`src/rtl/vga_pkg.sv`:
```
// Constants and state encoding shared by the VGA fetch sequencer and the timing generator.
package vga_pkg;

  typedef enum logic [1:0] {
    ST_IDLE    = 2'd0,
    ST_PREFILL = 2'd1,
    ST_RUN     = 2'd2,
    ST_STOP    = 2'd3
  } state_t;

  localparam int unsigned VGA_H_TOTAL    = 800;
  localparam int unsigned VGA_V_TOTAL    = 525;
  localparam int unsigned VGA_WIN_X0     = 143;
  localparam int unsigned VGA_WIN_X1     = 462;
  localparam int unsigned VGA_WIN_Y0     = 36;
  localparam int unsigned VGA_WIN_Y1     = 195;
  localparam int unsigned VGA_FRAME_BITS = 51200;
  localparam int unsigned VGA_LVL_W      = 11;
  localparam int unsigned VGA_PREFILL    = 512;
  localparam int unsigned VGA_LOW_MARK   = 768;
  localparam int unsigned VGA_BURST_LEN  = 64;

endpackage

```
`src/rtl/burst_sched.sv`:
```
// SDRAM burst refill scheduler: one outstanding burst at most, capped per frame.
module burst_sched #(
  parameter int unsigned LVL_W      = 11,
  parameter int unsigned LOW_MARK   = 768,
  parameter int unsigned MAX_BURSTS = 800
) (
  input  logic             clk_vga,
  input  logic             rst_mix,
  input  logic             idle,
  input  logic             frame_wrap,
  input  logic [LVL_W-1:0] fifo_level,
  input  logic             burst_ack,
  input  logic             burst_done,
  output logic             burst_req
);

  localparam int unsigned CW = $clog2(MAX_BURSTS + 1);

  logic          outst;
  logic [CW-1:0] cnt;

  always_ff @(posedge clk_vga or posedge rst_mix) begin
    if (rst_mix) begin
      burst_req <= 1'b0;
      outst     <= 1'b0;
      cnt       <= '0;
    end else begin
      // A pending request is held through IDLE so the handshake always closes
      if (burst_req) begin
        if (burst_ack) burst_req <= 1'b0;
      end else if (!idle && !outst && (fifo_level < LVL_W'(LOW_MARK)) &&
                   (cnt < CW'(MAX_BURSTS))) begin
        burst_req <= 1'b1;
      end

      if (burst_ack && !burst_done) outst <= 1'b1;
      else if (burst_done)          outst <= 1'b0;

      // Prefill bursts are charged to the first frame, so only a wrap clears the count
      if (idle)            cnt <= '0;
      else if (frame_wrap) cnt <= burst_ack ? CW'(1) : '0;
      else if (burst_ack)  cnt <= cnt + CW'(1);
    end
  end

endmodule

```
`src/rtl/vga_fetch_ctrl.sv`:
```
// Sequencer between the frame-buffer FIFO and the VGA timing generator: start control,
// mirror counters, window read strobes, underflow flag and burst scheduling.
module vga_fetch_ctrl
  import vga_pkg::*;
#(
  parameter int unsigned H_TOTAL   = VGA_H_TOTAL,
  parameter int unsigned V_TOTAL   = VGA_V_TOTAL,
  parameter int unsigned WIN_X0    = VGA_WIN_X0,
  parameter int unsigned WIN_X1    = VGA_WIN_X1,
  parameter int unsigned WIN_Y0    = VGA_WIN_Y0,
  parameter int unsigned WIN_Y1    = VGA_WIN_Y1,
  parameter int unsigned LVL_W     = VGA_LVL_W,
  parameter int unsigned PREFILL   = VGA_PREFILL,
  parameter int unsigned LOW_MARK  = VGA_LOW_MARK,
  parameter int unsigned BURST_LEN = VGA_BURST_LEN
) (
  input  logic             clk_vga,
  input  logic             rst_mix,
  input  logic             en,
  input  logic [LVL_W-1:0] fifo_level,
  input  logic             fifo_empty,
  output logic             fifo_rd,
  output logic             vga_start,
  output logic             burst_req,
  input  logic             burst_ack,
  input  logic             burst_done,
  output logic             frame_start,
  output logic             underflow,
  input  logic             clr_err,
  output logic [1:0]       state
);

  localparam int unsigned HW         = $clog2(H_TOTAL);
  localparam int unsigned VW         = $clog2(V_TOTAL);
  localparam int unsigned WIN_BITS   = (WIN_X1 - WIN_X0 + 1) * (WIN_Y1 - WIN_Y0 + 1);
  localparam int unsigned MAX_BURSTS = WIN_BITS / BURST_LEN;

  state_t        st_q;
  logic [HW-1:0] h_q;
  logic [VW-1:0] v_q;
  logic          frame_wrap_q;
  logic          h_last;
  logic          v_last;
  logic          counting;
  logic          raw_rd;
  logic [HW:0]   h_p1;

  assign h_last   = (h_q == HW'(H_TOTAL - 1));
  assign v_last   = (v_q == VW'(V_TOTAL - 1));
  assign counting = (st_q == ST_RUN) || (st_q == ST_STOP);
  assign h_p1     = (HW+1)'(h_q) + (HW+1)'(1);

  // Read one column ahead: the pixel shown at h was fetched at h-1
  assign raw_rd = counting &&
                  (v_q  >= VW'(WIN_Y0))     && (v_q  <= VW'(WIN_Y1)) &&
                  (h_p1 >= (HW+1)'(WIN_X0)) && (h_p1 <= (HW+1)'(WIN_X1));

  assign fifo_rd = raw_rd && !fifo_empty;
  assign state   = st_q;

  always_ff @(posedge clk_vga or posedge rst_mix) begin
    if (rst_mix) begin
      st_q         <= ST_IDLE;
      h_q          <= '0;
      v_q          <= '0;
      vga_start    <= 1'b0;
      frame_start  <= 1'b0;
      frame_wrap_q <= 1'b0;
      underflow    <= 1'b0;
    end else begin
      frame_start  <= 1'b0;
      frame_wrap_q <= 1'b0;

      if (counting) begin
        h_q <= h_last ? '0 : h_q + HW'(1);
        if (h_last) v_q <= v_last ? '0 : v_q + VW'(1);
      end

      case (st_q)
        ST_IDLE: begin
          vga_start <= 1'b0;
          h_q       <= '0;
          v_q       <= '0;
          if (en) st_q <= ST_PREFILL;
        end
        ST_PREFILL: begin
          if (!en) begin
            st_q <= ST_IDLE;
          end else if (fifo_level >= LVL_W'(PREFILL)) begin
            st_q        <= ST_RUN;
            vga_start   <= 1'b1;
            frame_start <= 1'b1;
          end
        end
        ST_RUN: begin
          if (!en) st_q <= ST_STOP;
          if (h_last && v_last) begin
            frame_start  <= 1'b1;
            frame_wrap_q <= 1'b1;
          end
        end
        ST_STOP: begin
          // Only release the timing generator at the frame boundary
          if (h_last && v_last) begin
            st_q      <= ST_IDLE;
            vga_start <= 1'b0;
          end
        end
        default: st_q <= ST_IDLE;
      endcase

      if (raw_rd && fifo_empty) underflow <= 1'b1;
      else if (clr_err)         underflow <= 1'b0;
    end
  end

  burst_sched #(
    .LVL_W      (LVL_W),
    .LOW_MARK   (LOW_MARK),
    .MAX_BURSTS (MAX_BURSTS)
  ) u_burst_sched (
    .clk_vga    (clk_vga),
    .rst_mix    (rst_mix),
    .idle       (st_q == ST_IDLE),
    .frame_wrap (frame_wrap_q),
    .fifo_level (fifo_level),
    .burst_ack  (burst_ack),
    .burst_done (burst_done),
    .burst_req  (burst_req)
  );

endmodule
```
`config.mk`:
```
export PLATFORM = sky130hd
export DESIGN_NAME = vga_fetch_ctrl
export DESIGN_NICKNAME = d
export VERILOG_FILES = /design/src/rtl/vga_pkg.sv /design/src/rtl/burst_sched.sv /design/src/rtl/vga_fetch_ctrl.sv
export SDC_FILE = /design/constraint.sdc
export NUM_CORES = 1
export LEC_CHECK = 0
export ABC_AREA = 1
export CAP_MARGIN = 20
export CORE_UTILIZATION = 45
export CTS_BUF_LIST = sky130_fd_sc_hd__clkbuf_8
export CTS_CLUSTER_DIAMETER = 120
export DETAILED_ROUTE_END_ITERATION = 7
export PLACE_DENSITY = 0.77
export SYNTH_ARGS = -nofsm -noshare
export SYNTH_HDL_FRONTEND = slang
export SYNTH_HIERARCHICAL = 1
export SYNTH_SLANG_ARGS = --single-unit
```
`constraint.sdc`:
```
create_clock -name clk_vga -period 1.8 [get_ports clk_vga]
set_clock_uncertainty 0.05 [all_clocks]
set_input_delay 0.36 -clock clk_vga [delete_from_list [all_inputs] [get_ports clk_vga]]
set_output_delay 0.36 -clock clk_vga [all_outputs]
set_load 0.01 [all_outputs]
```
Word level (Yosys, flattened, before mapping)
Index checks and enable logic that the tools add are counted.
{"block": "word_totals", "inputBits": 18, "reg_bits": 38, "elab_cells": 91}
{"block": "classes", "add_sub_neg": 4, "reduce_logical": 26, "mux": 33, "eq_ne": 11, "n_lt_le_gt_ge": 7}
{"op": "10-bit two-way mux", "n": 10}
{"op": "10-bit by 1-bit adder with 10-bit output (second input constant)", "n": 3}
{"op": "10-bit == test (second input constant)", "n": 2}
{"op": "1-bit two-way mux", "n": 15}
{"op": "10-bit by 1-bit adder with 11-bit output (second input constant)", "n": 1}
{"op": "11-bit by 10-bit >= comparator with 1-bit output (second input constant)", "n": 1}
{"op": "11-bit by 8-bit >= comparator with 1-bit output (second input constant)", "n": 1}
{"op": "11-bit by 9-bit less-or-equal comparator with 1-bit output (second input constant)", "n": 1}
{"op": "1-bit logical AND", "n": 11}
{"op": "11-bit by 10-bit < comparator with 1-bit output (second input constant)", "n": 1}
{"op": "10-bit by 6-bit >= comparator with 1-bit output (second input constant)", "n": 1}
{"op": "10-bit by 8-bit less-or-equal comparator with 1-bit output (second input constant)", "n": 1}
{"op": "10-bit < comparator (second input constant)", "n": 1}
{"op": "2-bit two-way mux", "n": 5}
{"op": "2-bit inequality test (second input constant)", "n": 4}
{"op": "2-bit case mux with 4 select lines", "n": 1}
{"op": "4-bit AND reduction", "n": 2}
{"op": "2-bit nonzero test", "n": 4}
{"op": "3-bit nonzero test", "n": 2}
{"op": "2-bit == test (second input constant)", "n": 2}
{"op": "1-bit zero test", "n": 4}
{"op": "3-bit inequality test (second input constant)", "n": 1}
{"op": "1-bit case mux with 3 select lines", "n": 1}
{"op": "2-bit by 1-bit == test with 1-bit output (second input constant)", "n": 1}
{"op": "5 further kinds", "n": 5}

Depth between registers and ports, before layout
{"block": "logic_depth", "depth_word": 8, "depth_mapped": 13}

Cells and area by module
The synthesis kept the hierarchy.
{"module": "vga_fetch_ctrl", "seq_area_each_um2": 650.6, "cells_each": 230, "instances": 1, "area_per_inst_um2": 1697.9}
{"module": "burst_sched", "seq_area_each_um2": 300.3, "cells_each": 88, "instances": 1, "area_per_inst_um2": 690.7}

Worst setup path before layout
OpenSTA, ideal clock, no wires.
{"block": "synth_path", "path_type": "reg2out", "from": "reg st_q[0], in the netlist state[0]", "to": "out fifo_rd", "t_arrival_ns": 1.529, "setup_slack_ns": -0.139, "path_stages_with_launch": 11, "n_path_buf": 0, "cell_sequence": "dfrtp_1 inv_1 ha_1 nor2_1 nor3_1 nand2_1 nor2_1 nand3_1 a21oi_1 nand2_1 nor2_1"}
{"block": "synth_between", "elab_chain_cells": 7, "word_cells_on_any_way": 8}
{"element": "start: declaration", "line_no": "vga_fetch_ctrl.sv:38", "source": "state_t st_q;"}
{"element": "start signal: assignment", "line_no": "vga_fetch_ctrl.sv:63", "source": "st_q <= ST_IDLE;"}
{"element": "start signal: assignment", "line_no": "vga_fetch_ctrl.sv:84", "source": "if (en) st_q <= ST_PREFILL;"}
{"element": "start signal: assignment", "line_no": "vga_fetch_ctrl.sv:88", "source": "st_q <= ST_IDLE;"}
{"element": "2-bit == test", "line_no": "vga_fetch_ctrl.sv:50", "source": "assign counting = (st_q == ST_RUN) || (st_q == ST_STOP);"}
{"element": "1-bit logical OR *", "line_no": "vga_fetch_ctrl.sv:50"}
{"element": "1-bit logical AND *", "line_no": "vga_fetch_ctrl.sv:54", "source": "assign raw_rd = counting &&"}
{"element": "1-bit logical AND * (2 in a row)", "line_no": "vga_fetch_ctrl.sv:55", "source": "(v_q >= VW'(WIN_Y0)) && (v_q <= VW'(WIN_Y1)) &&"}
{"element": "1-bit logical AND *", "line_no": "vga_fetch_ctrl.sv:56", "source": "(h_p1 >= (HW+1)'(WIN_X0)) && (h_p1 <= (HW+1)'(WIN_X1));"}
{"element": "1-bit logical AND *", "line_no": "vga_fetch_ctrl.sv:58", "source": "assign fifo_rd = raw_rd && !fifo_empty;"}
{"element": "end: declaration", "line_no": "vga_fetch_ctrl.sv:22", "source": "output logic fifo_rd,"}
Every way passes the cells marked *; elsewhere a longest branch is shown, timed or not.

==> flow_summary_export.csv <==
group,metric,value,unit
outcome,run_status,"finished, violations left",
outcome,violations,"setup timing",
route,met3_length,197,um
global_routing,grt_antenna_before_repair,0,
critical_path,critPathMaxFanout,4,
critical_path,critical_path.cell_chain,"ha_2 > nor2_1 > nor3_2 > nand2_1 > nor2_1 > nand3_1 > a21oi_2 > nand2_1 > nor2_2 > buf_2",
layout,drive_above_1_share,0.3333,
timing,postLayoutSetupSlackWorst,-0.4551,ns
placement,placedCellCount,457,
logic_synthesis,ys_seq_area_frac,0.3981,
logic_synthesis,synth-seq-cells,38,
timing,fmax,443.4,MHz
die,fp.dieArea,0.005603,sq mm
die,num_rows,26,
route,routed-wl-met2,3129,um
power,leakage,0.001623,uW
clocking,cts_sinks,38,
critical_path,reg2regPathDepth,12,
route,routed.top_layer,"met4",
clocking,cts_tree,"built",
critical_path,cp_slowest_cell,"dfrtp_2",
layout,final_common_cell,"nand2_1",
route,drc,0,
placement,gp_congestion,0.8854,
layout,fillers,428,
logic_synthesis,synth_cell_type_count,33,
global_routing,grt_first_pass_wirelength,9825,um
placement,port_buffers,16,
clocking,cts-root-buf,"clkbuf_8",
timing,maxSlewHeadroom,0.6826,
min_path,hold_path.class,"in -> async",
clocking,clk_latency,0.29,ns
global_routing,grt_start_max_net_pins,27,
timing,finalMaxSlewViolations,0,
logic_synthesis,synthCells,318,
layout,antenna_cells,0,
die,initial_core_util,0.4677,
critical_path,worst-endpoint-required,1.39,ns
timing,rsz0062_at_grt,"true",
global_routing,grt_use_total,0.2316,
critical_path,end_kind,"primary output",
die,die_h,74.86,um
timing,finalSetupViolCount,8,
critical_path,crit_end,"fifo_rd",
die,die_w,74.86,um
clocking,numCtsBuffers,5,
timing,worst_pin_slew,0.4756,ns
critical_path,cp.arrival,1.85,ns
route,drtAntennaViolNets,0,
power,peakVddDrop,0.0008149,V
layout,fin_cells,475,
run,maxCapViolations,0,
power,p_per_area,1231,mW/mm^2
clocking,cts_buffer_depth,2,
die,core,0.005107,sq mm
timing,hold_viol,0,
route,routed_wl,6083,um
route,first_pass_iters,4,
route,post_drt_wl_per_cell,12.81,um
critical_path,timing.rr.start,"h_q[1]$_DFFE_PP0P_",
route,via_per_inst,4.998,
logic_synthesis,syn_area_per_cell,7.511,sq um
layout,nets,433,
clocking,htree_levels,2,
global_routing,grt.overflow.total,0,
timing,hold_ws,0.3541,ns
route,vias,2374,
logic_synthesis,syn_nets,347,
global_routing,first_global_vias,2323,
critical_path,crit_type,"reg -> out",
logic_synthesis,yosysWarnings,6,
layout,layout_common_cells,"nand2_1 (66), buf_4 (62), inv_1 (41)",
placement,hpwl,4269,um
critical_path,reg2reg_slack,-0.12,ns
clocking,cts.reportedPaths.clkPinSlew,0.08,ns
timing,min_period,2.255,ns
critical_path,startpoint_type,"register",
route,drtIter0Drc,162,
die,io_pins,25,
route,wl_met1,2616,um
timing,fin_crit_sh,1.253,
logic_synthesis,syn_area,0.002389,sq mm
layout,area_growth_syn_to_layout,42.95,%
critical_path,cpPeakStageDelay,0.43,ns
cell type report:
type,instances,area (sq um),share of cell area
Multi-Input combinational cell,232,1400,0.4100
Sequential cell,38,955.9,0.2800
Timing Repair Buffer,81,651.9,0.1909
Inverter,46,176.4,0.05167
Tap cell,70,87.58,0.02565
Clock buffer,6,82.58,0.02418
Clock inverter,2,60.06,0.01759
kinds of logic (layout without fill, tap and decap cells):
| kind of cell | Yosys count | count (layout) | synth area share |
|---|---|---|---|
| adders and majority gates | 11 | 11 | 0.05762 |
| AOI/OAI and AO/OA | 40 | 40 | 0.1016 |
| DFF | 38 | 38 | 0.3981 |
| xor gates and xnor gates | 5 | 5 | 0.01833 |
| buffers and inverters | 48 | 135 | 0.08015 |
| and+or+nand+nor | 176 | 176 | 0.3442 |
report_power, final:
part	internal (uW)	switching [uW]
Sequential	991	128
Clock	591	311
Combinational	996	1190
Total	2580	1620
layer usage:
metal	global-route usage	up-vias
met3	0.03614	14
met4	0.08595	0
met1	0.2790	1111
met2	0.4164	52
met5	0	-
li1	-	1197
worst min-delay path by stage:
| stage | startpoint | end | slack, ns | cells after the start |
|---|---|---|---|---|
| CTS | rst_mix | u_burst_sched/burst_req$_DFF_PP0_ | 0.35 | 2 |
| detailed placement | underflow$_DFFE_PP0P_ | underflow$_DFFE_PP0P_ | 0.43 | 2 |
| floorplan | rst_mix | u_burst_sched/burst_req$_DFF_PP0_ | 0.17 | 1 |
| global route | rst_mix | u_burst_sched/cnt[7]$_DFFE_PP0P_ | 0.40 | 2 |
| finish | rst_mix | u_burst_sched/cnt[5]$_DFFE_PP0P_ | 0.35 | 2 |
| global placement | underflow$_DFFE_PP0P_ | underflow$_DFFE_PP0P_ | 0.41 | 2 |
Yosys cell counts:
| library cell | number | area (sq um) |
|---|---|---|
| nor4_2 | 1 | 12.51 |
| nor2_2 | 8 | 50.05 |
| nand2_2 | 6 | 37.54 |
| nand3_1 | 25 | 125.1 |
| clkinv_1 | 1 | 3.750 |
| nor2_4 | 1 | 11.26 |
| o21a_1 | 2 | 15.01 |
| o21ai_4 | 1 | 16.27 |
| inv_2 | 2 | 7.510 |
| and2_1 | 1 | 6.260 |
| nand3b_1 | 4 | 30.03 |
| nor2_1 | 41 | 153.9 |
| dfrtp_1 | 38 | 950.9 |
| o32ai_1 | 1 | 8.760 |
| nor3_2 | 2 | 20.02 |
| nand3_2 | 3 | 30.03 |
| nand2_4 | 1 | 11.26 |
| xor2_1 | 5 | 43.79 |
| nor3_1 | 6 | 30.03 |
| o21ai_1 | 2 | 10.01 |
| buf_4 | 1 | 7.510 |
| nand2_1 | 71 | 266.5 |
| o22ai_1 | 7 | 43.79 |
| a21oi_1 | 10 | 50.05 |
| o21ai_2 | 1 | 8.760 |
| buf_6 | 1 | 11.26 |
| nand4_1 | 5 | 31.28 |
| ha_1 | 11 | 137.6 |
| a22oi_1 | 1 | 7.510 |
| nor4_1 | 1 | 6.260 |
| inv_1 | 43 | 161.4 |
| o21ai_0 | 14 | 70.07 |
| a22oi_2 | 1 | 12.51 |
sequential cells by signal (all words and copies together), names as in the netlist, named ones only:
name and count:
frame_start 1, frame_wrap_q 1, h_q 10, state 1, u_burst_sched/burst_req 1, u_burst_sched/cnt 10, u_burst_sched/outst 1, underflow 1
v_q 10, vga_start 1
worst max-delay path, delay by kind of cell (launching register included):
family / cells / cell delay, ns
compound gates: 1 / 0.14
fa+ha+maj: 1 / 0.21
flops: 1 / 0.43
simple gates: 7 / 0.65
buf+inv: 1 / 0.12
per-stage QoR:
stage	setup TNS [ns]	cell area, sq um	util	worst slack [ns]	total power, uW
floorplan	-0.02095	2415	-	-0.02095	2099
global placement	-1.072	3057	0.5985	-0.5510	2809
detailed placement	-1.940	3057	0.5985	-0.6091	2856
CTS	-1.089	3252	0.6367	-0.4908	3897
global route	-2.542	3415	0.6685	-0.5944	4476
finish	-0.8699	3415	0.6685	-0.4551	4202
what timing repair did:
item	4_1_cts	5_1_grt
setup endpoints to repair	22	22
buffers inserted	4	5
hold buffers	0	0
cloned	1	0
gates resized for setup	12	35
pin swaps	8	10
(Power assumes the default switching activity.)
==> variant 1 (same settings) <==
`VGA_WIN_X1`: 462 -> 924.
--- a/src/rtl/vga_pkg.sv
+++ b/src/rtl/vga_pkg.sv
@@ -12,5 +12,5 @@
   localparam int unsigned VGA_V_TOTAL    = 525;
   localparam int unsigned VGA_WIN_X0     = 143;
-  localparam int unsigned VGA_WIN_X1     = 462;
+  localparam int unsigned VGA_WIN_X1     = 924;
   localparam int unsigned VGA_WIN_Y0     = 36;
   localparam int unsigned VGA_WIN_Y1     = 195;
Function: same outputs for any inputs over 10 cycles, from zero or initial values and one cycle with rst_mix high; that may be too few to reach the edited logic, so the function may still have changed.
==> variant 1 against the original RTL <==
Wire length increased by 4.0%; first-iteration DRC count decreased by 27%; the run still ends with setup timing left; global-route usage decreased by 0.85 points; worst setup slack got worse by 0.10 ns; non-clock buffer count decreased by 14; sequential cell count increased by 1; area after synthesis increased by 6.1%; combinational power decreased by 8%; highest routed layer unchanged; total power decreased by 11%; final area decreased by 1.3%.
==> variant 1: results (changes against the original RTL) <==
======================================================================
Run status .............................................. finished with violations
Violated checks ......................................... setup timing
Proportion of synthesized chip area in sequential cells .       38.50%   -1.3 points
Final worst setup slack .................................   -0.5573 ns   -0.1022 ns
Flip-flop and latch share of the layout cell area .......       28.95%   +0.96 points
GR Util met1 ............................................       25.79%   -2.1 points
Area of combinational cells with multiple inputs ........     1468 µm²   +4.8%
Worst hold margin .......................................    0.3872 ns   +0.03310 ns
Final HPWL from detailed placement ......................      4538 µm   +6.3%
Met3 WL .................................................       211 µm   +7.1%
Number of nets in the synthesized netlist ...............          382   +10%
Multi-input logic portion of the cell area ..............       43.54%   +2.5 points
Reported clock group power ..............................     0.564 mW   -38%
Wire length per cell after detailed routing .............     12.73 µm   -0.56%
Placed cell areas .......................................     3114 µm²   +1.9%
Vias in the first global route ..........................        2,482   +6.8%
Invs w/o clock ..........................................           53   +15%
Post-detailed-route via-to-cell ratio ...................        4.998   about the same
Tot GR Track Use ........................................       22.31%   -0.85 points
Number of fillers in the final layout ...................          455   +6.3%
# nets final ............................................          455   +5.1%
First-pass GRT wire length ..............................    10,600 µm   +7.9%
Layout non-clock buf frac ...............................       16.56%   -2.5 points
Proportion of cell area spent on the clock network ......       2.413%   -1.8 points
Power Density ...........................................  1108 nW/µm²   -10%
Met2 global-route usage .................................       40.27%   -1.4 points
Final-report setup violation count ......................            8   unchanged
Initial DRC count .......................................          119   -27%
Final-layout setup total negative slack .................   -0.7049 ns   +0.1650 ns
#MultiIn Comb ...........................................          260   +12%
Mean instance size in the synthesized netlist ...........    7.181 µm²   -4.4%
Cell type of the slowest stage on the worst timing path . sky130_fd_sc_hd__dfrtp_1
Reported leakage power ..................................     1.601 nW   -1.4%
IR drop worst, VDD ......................................    0.6115 mV   -25%
Non-clock buffer total of the final layout ..............           67   -17%
Commonest cells in the netlist .......................... sky130_fd_sc_hd__nand2_1 (90), sky130_fd_sc_hd__inv_1 (48), sky130_fd_sc_hd__nor2_1 (44)
Cell types occupying the most area after synthesis ...... sky130_fd_sc_hd__dfrtp_1 (38%), sky130_fd_sc_hd__nand2_1 (13%), sky130_fd_sc_hd__inv_1 (7.1%)
Slowest stage delay, CP .................................      0.40 ns   -0.03 ns
Final wirelength ........................................      6329 µm   +4.0%
Sequential group share of total power ...................        31.1%   +4.5 points
Met3 Use GR .............................................       5.119%   +1.5 points
Slew @ Worst Pin ........................................    0.5024 ns   +0.02683 ns
Minimum setup slack among reg-to-reg paths ..............     -0.04 ns   +0.08 ns
Reported net switching power ............................     1.584 mW   -2.5%
======================================================================
[variant 1: cell families (layout without fill, tap and decap cells)]
| kind of cell | Yosys count | in the layout | share of synthesized area, % |
|---|---|---|---|
| compound gates | 46 | 47 | 10.76 |
| xor+xnor | 4 | 4 | 1.382 |
| fa+ha+maj | 11 | 11 | 5.429 |
| buf+inv | 55 | 128 | 8.785 |
| flops | 39 | 39 | 38.50 |
| simple gates | 198 | 198 | 35.14 |
[variant 1: worst paths after layout]
path,start,to,cells past startpoint
setup / recovery,h_q[0]$_DFFE_PP0P_,fifo_rd,13
hold / removal,rst_mix,u_burst_sched/cnt[6]$_DFFE_PP0P_,2
setup reg to reg,h_q[0]$_DFFE_PP0P_,v_q[2]$_DFFE_PP0P_,11
hold reg to reg,underflow$_DFFE_PP0P_,underflow$_DFFE_PP0P_,2
max in group asynchronous,rst_mix,u_burst_sched/cnt[0]$_DFFE_PP0P_,2
min in group clk_vga,underflow$_DFFE_PP0P_,underflow$_DFFE_PP0P_,2
==> variant 2 (config.mk and constraints unchanged) <==
Made on the original files. Reset style: synchronous (`rst_mix`), changed in 2 clocked blocks.
--- a/src/rtl/burst_sched.sv
+++ b/src/rtl/burst_sched.sv
@@ -20,5 +20,5 @@
   logic [CW-1:0] cnt;
 
-  always_ff @(posedge clk_vga or posedge rst_mix) begin
+  always_ff @(posedge clk_vga) begin
     if (rst_mix) begin
       burst_req <= 1'b0;
--- a/src/rtl/vga_fetch_ctrl.sv
+++ b/src/rtl/vga_fetch_ctrl.sv
@@ -59,5 +59,5 @@
   assign state   = st_q;
 
-  always_ff @(posedge clk_vga or posedge rst_mix) begin
+  always_ff @(posedge clk_vga) begin
     if (rst_mix) begin
       st_q         <= ST_IDLE;
Check against the original RTL: differs if rst_mix is asserted again (counterexample within 4 cycles, from zero or initial values and one cycle with rst_mix high); with rst_mix held inactive, the same outputs for 10 cycles.
==> variant 2 against the original RTL <==
Fmax is 2.8% higher; the run still ends with setup timing left; critical endpoint unchanged; sequential cell count stayed put; sequential share of layout area is 4.3 points lower; wire length is 0.15% lower; worst setup slack better by 0.062 ns; die area is 3.2% lower; via count is 5.5% higher; area after synthesis is 3.3% lower; final cell count is 4.2% higher; final area is 4.5% lower.
Power is not compared: it rests on default switching activity, and its combinational part moved more than twofold at a synthesized area within 25%.
==> variant 2: results (changes against the original RTL) <==
============================================================================
Final-layout setup total negative slack .......................   -0.3929 ns   +0.4770 ns
Share of layout cells above drive strength 1 ..................       28.74%   -4.6 points
Minimum setup slack among reg-to-reg paths ....................      0.06 ns   +0.18 ns
Area share of fa/ha/maj cells after synthesis .................       5.417%   -0.35 points
Worst hold margin .............................................    0.4244 ns   +0.07031 ns
First-pass GRT wire length ....................................      9556 µm   -2.7%
Cell type of the slowest stage on the worst timing path ....... sky130_fd_sc_hd__dfxtp_4
Slowest stage delay, CP .......................................      0.36 ns   -0.07 ns
Synth Flop Type ............................................... sky130_fd_sc_hd__dfxtp_1
Initial DRC count .............................................          249   +54%
Number of cells upsized or downsized after cts ................           10   -2
Vias in the first global route ................................        2,334   +0.47%
Post-synthesis share of cell area spent on xor and xnor gates .       1.138%   -0.70 points
Post-detailed-route via-to-cell ratio .........................        5.061   +1.3%
Post-synthesis async set-or-reset flop share ..................           0%   -100 points
Warning count from the yosys run ..............................            6   unchanged
Met3 WL .......................................................       206 µm   +4.6%
Violated checks ............................................... setup timing
Slew @ Worst Pin ..............................................    0.4234 ns   -0.05216 ns
Largest driver fanout on the critical path ....................            3   -1
Met1 routed wirelength after detailed routing .................      2644 µm   +1.1%
Detail Route met2 WL ..........................................      3105 µm   -0.77%
Tot GR Track Use ..............................................       23.14%   -0.023 points
Final wirelength ..............................................      6074 µm   -0.15%
Worst hold path class ......................................... register to register
Final-report setup violation count ............................            1   -7
Routability cong. .............................................       0.8955   +1.1%
Number of nets in the synthesized netlist .....................          378   +8.9%
Final HPWL from detailed placement ............................      4453 µm   +4.3%
Largest net degree at the start of global routing .............           12   -56%
# nets final ..................................................          455   +5.1%
Final worst setup slack .......................................   -0.3929 ns   +0.06215 ns
Proportion of synthesized chip area in sequential cells .......       32.94%   -6.9 points
Number of fillers in the final layout .........................          409   -4.4%
Cell depth of the worst hold path .............................            2
R2r startpoint ................................................ h_q[7]$_SDFFE_PP0N_
Cell variety after synth ......................................           36   +9.1%
Critical path arrival .........................................      1.78 ns   -0.07 ns
Cell types occupying the most area after synthesis ............ sky130_fd_sc_hd__dfxtp_1 (33%), sky130_fd_sc_hd__nand2_1 (13%), sky130_fd_sc_hd__inv_1 (9.1%)
Minimum setup slack after placement ...........................   -0.5640 ns   +0.04507 ns
Commonest cells in the netlist ................................ sky130_fd_sc_hd__nand2_1 (79), sky130_fd_sc_hd__inv_1 (56), sky130_fd_sc_hd__dfxtp_1 (38)
Number of iterations in the first detailed-routing pass .......            6   +2
Run status .................................................... finished with violations
============================================================================
variant 2: cell type report:
cell class | count | area share [%]
Sequential cell | 38 | 23.69
Clock buffer | 6 | 2.534
Multi-Input combinational cell | 251 | 45.37
Inverter | 59 | 6.948
Timing Repair Buffer | 72 | 18.62
Clock inverter | 2 | 0.2687
Tap cell | 67 | 2.572
variant 2: worst max-delay path by stage:
| stage | end | slack [ns] | cells past startpoint | start |
|---|---|---|---|---|
| finish | fifo_rd | -0.39 | 15 | h_q[1]$_SDFFE_PP0N_ |
| global placement | fifo_rd | -0.49 | 11 | h_q[0]$_SDFFE_PP0N_ |
| global route | fifo_rd | -0.57 | 15 | h_q[1]$_SDFFE_PP0N_ |
| CTS | fifo_rd | -0.44 | 11 | h_q[0]$_SDFFE_PP0N_ |
| floorplan | fifo_rd | 0.02 | 10 | h_q[1]$_SDFFE_PP0N_ |
| detailed placement | fifo_rd | -0.56 | 11 | h_q[0]$_SDFFE_PP0N_ |
variant 2: through the flow:
stage / area, µm² / std cells
3_3_place_gp: 2913 / 477
5_1_grt: 3259 / 495
4_1_cts: 3059 / 489
6_report: 3259 / 495
3_5_place_dp: 2913 / 477
2_1_floorplan: 2320 / 350
variant 2: kinds of logic (layout without fill, tap and decap cells):
kind of cell               Yosys count  count (layout)
AOI/OAI and AO/OA                   52              52
buffers and inverters               61             139
xor gates and xnor gates             3               3
adders and majority gates           10              10
DFF                                 38              38
and+or+nand+nor                    186             186
variant 2: routing by layer:
metal	vias up	global-route usage, %
met1	1156	27.33
met4	0	10.47
met2	50	39.86
met3	13	5.075
li1	1286	-
met5	-	0
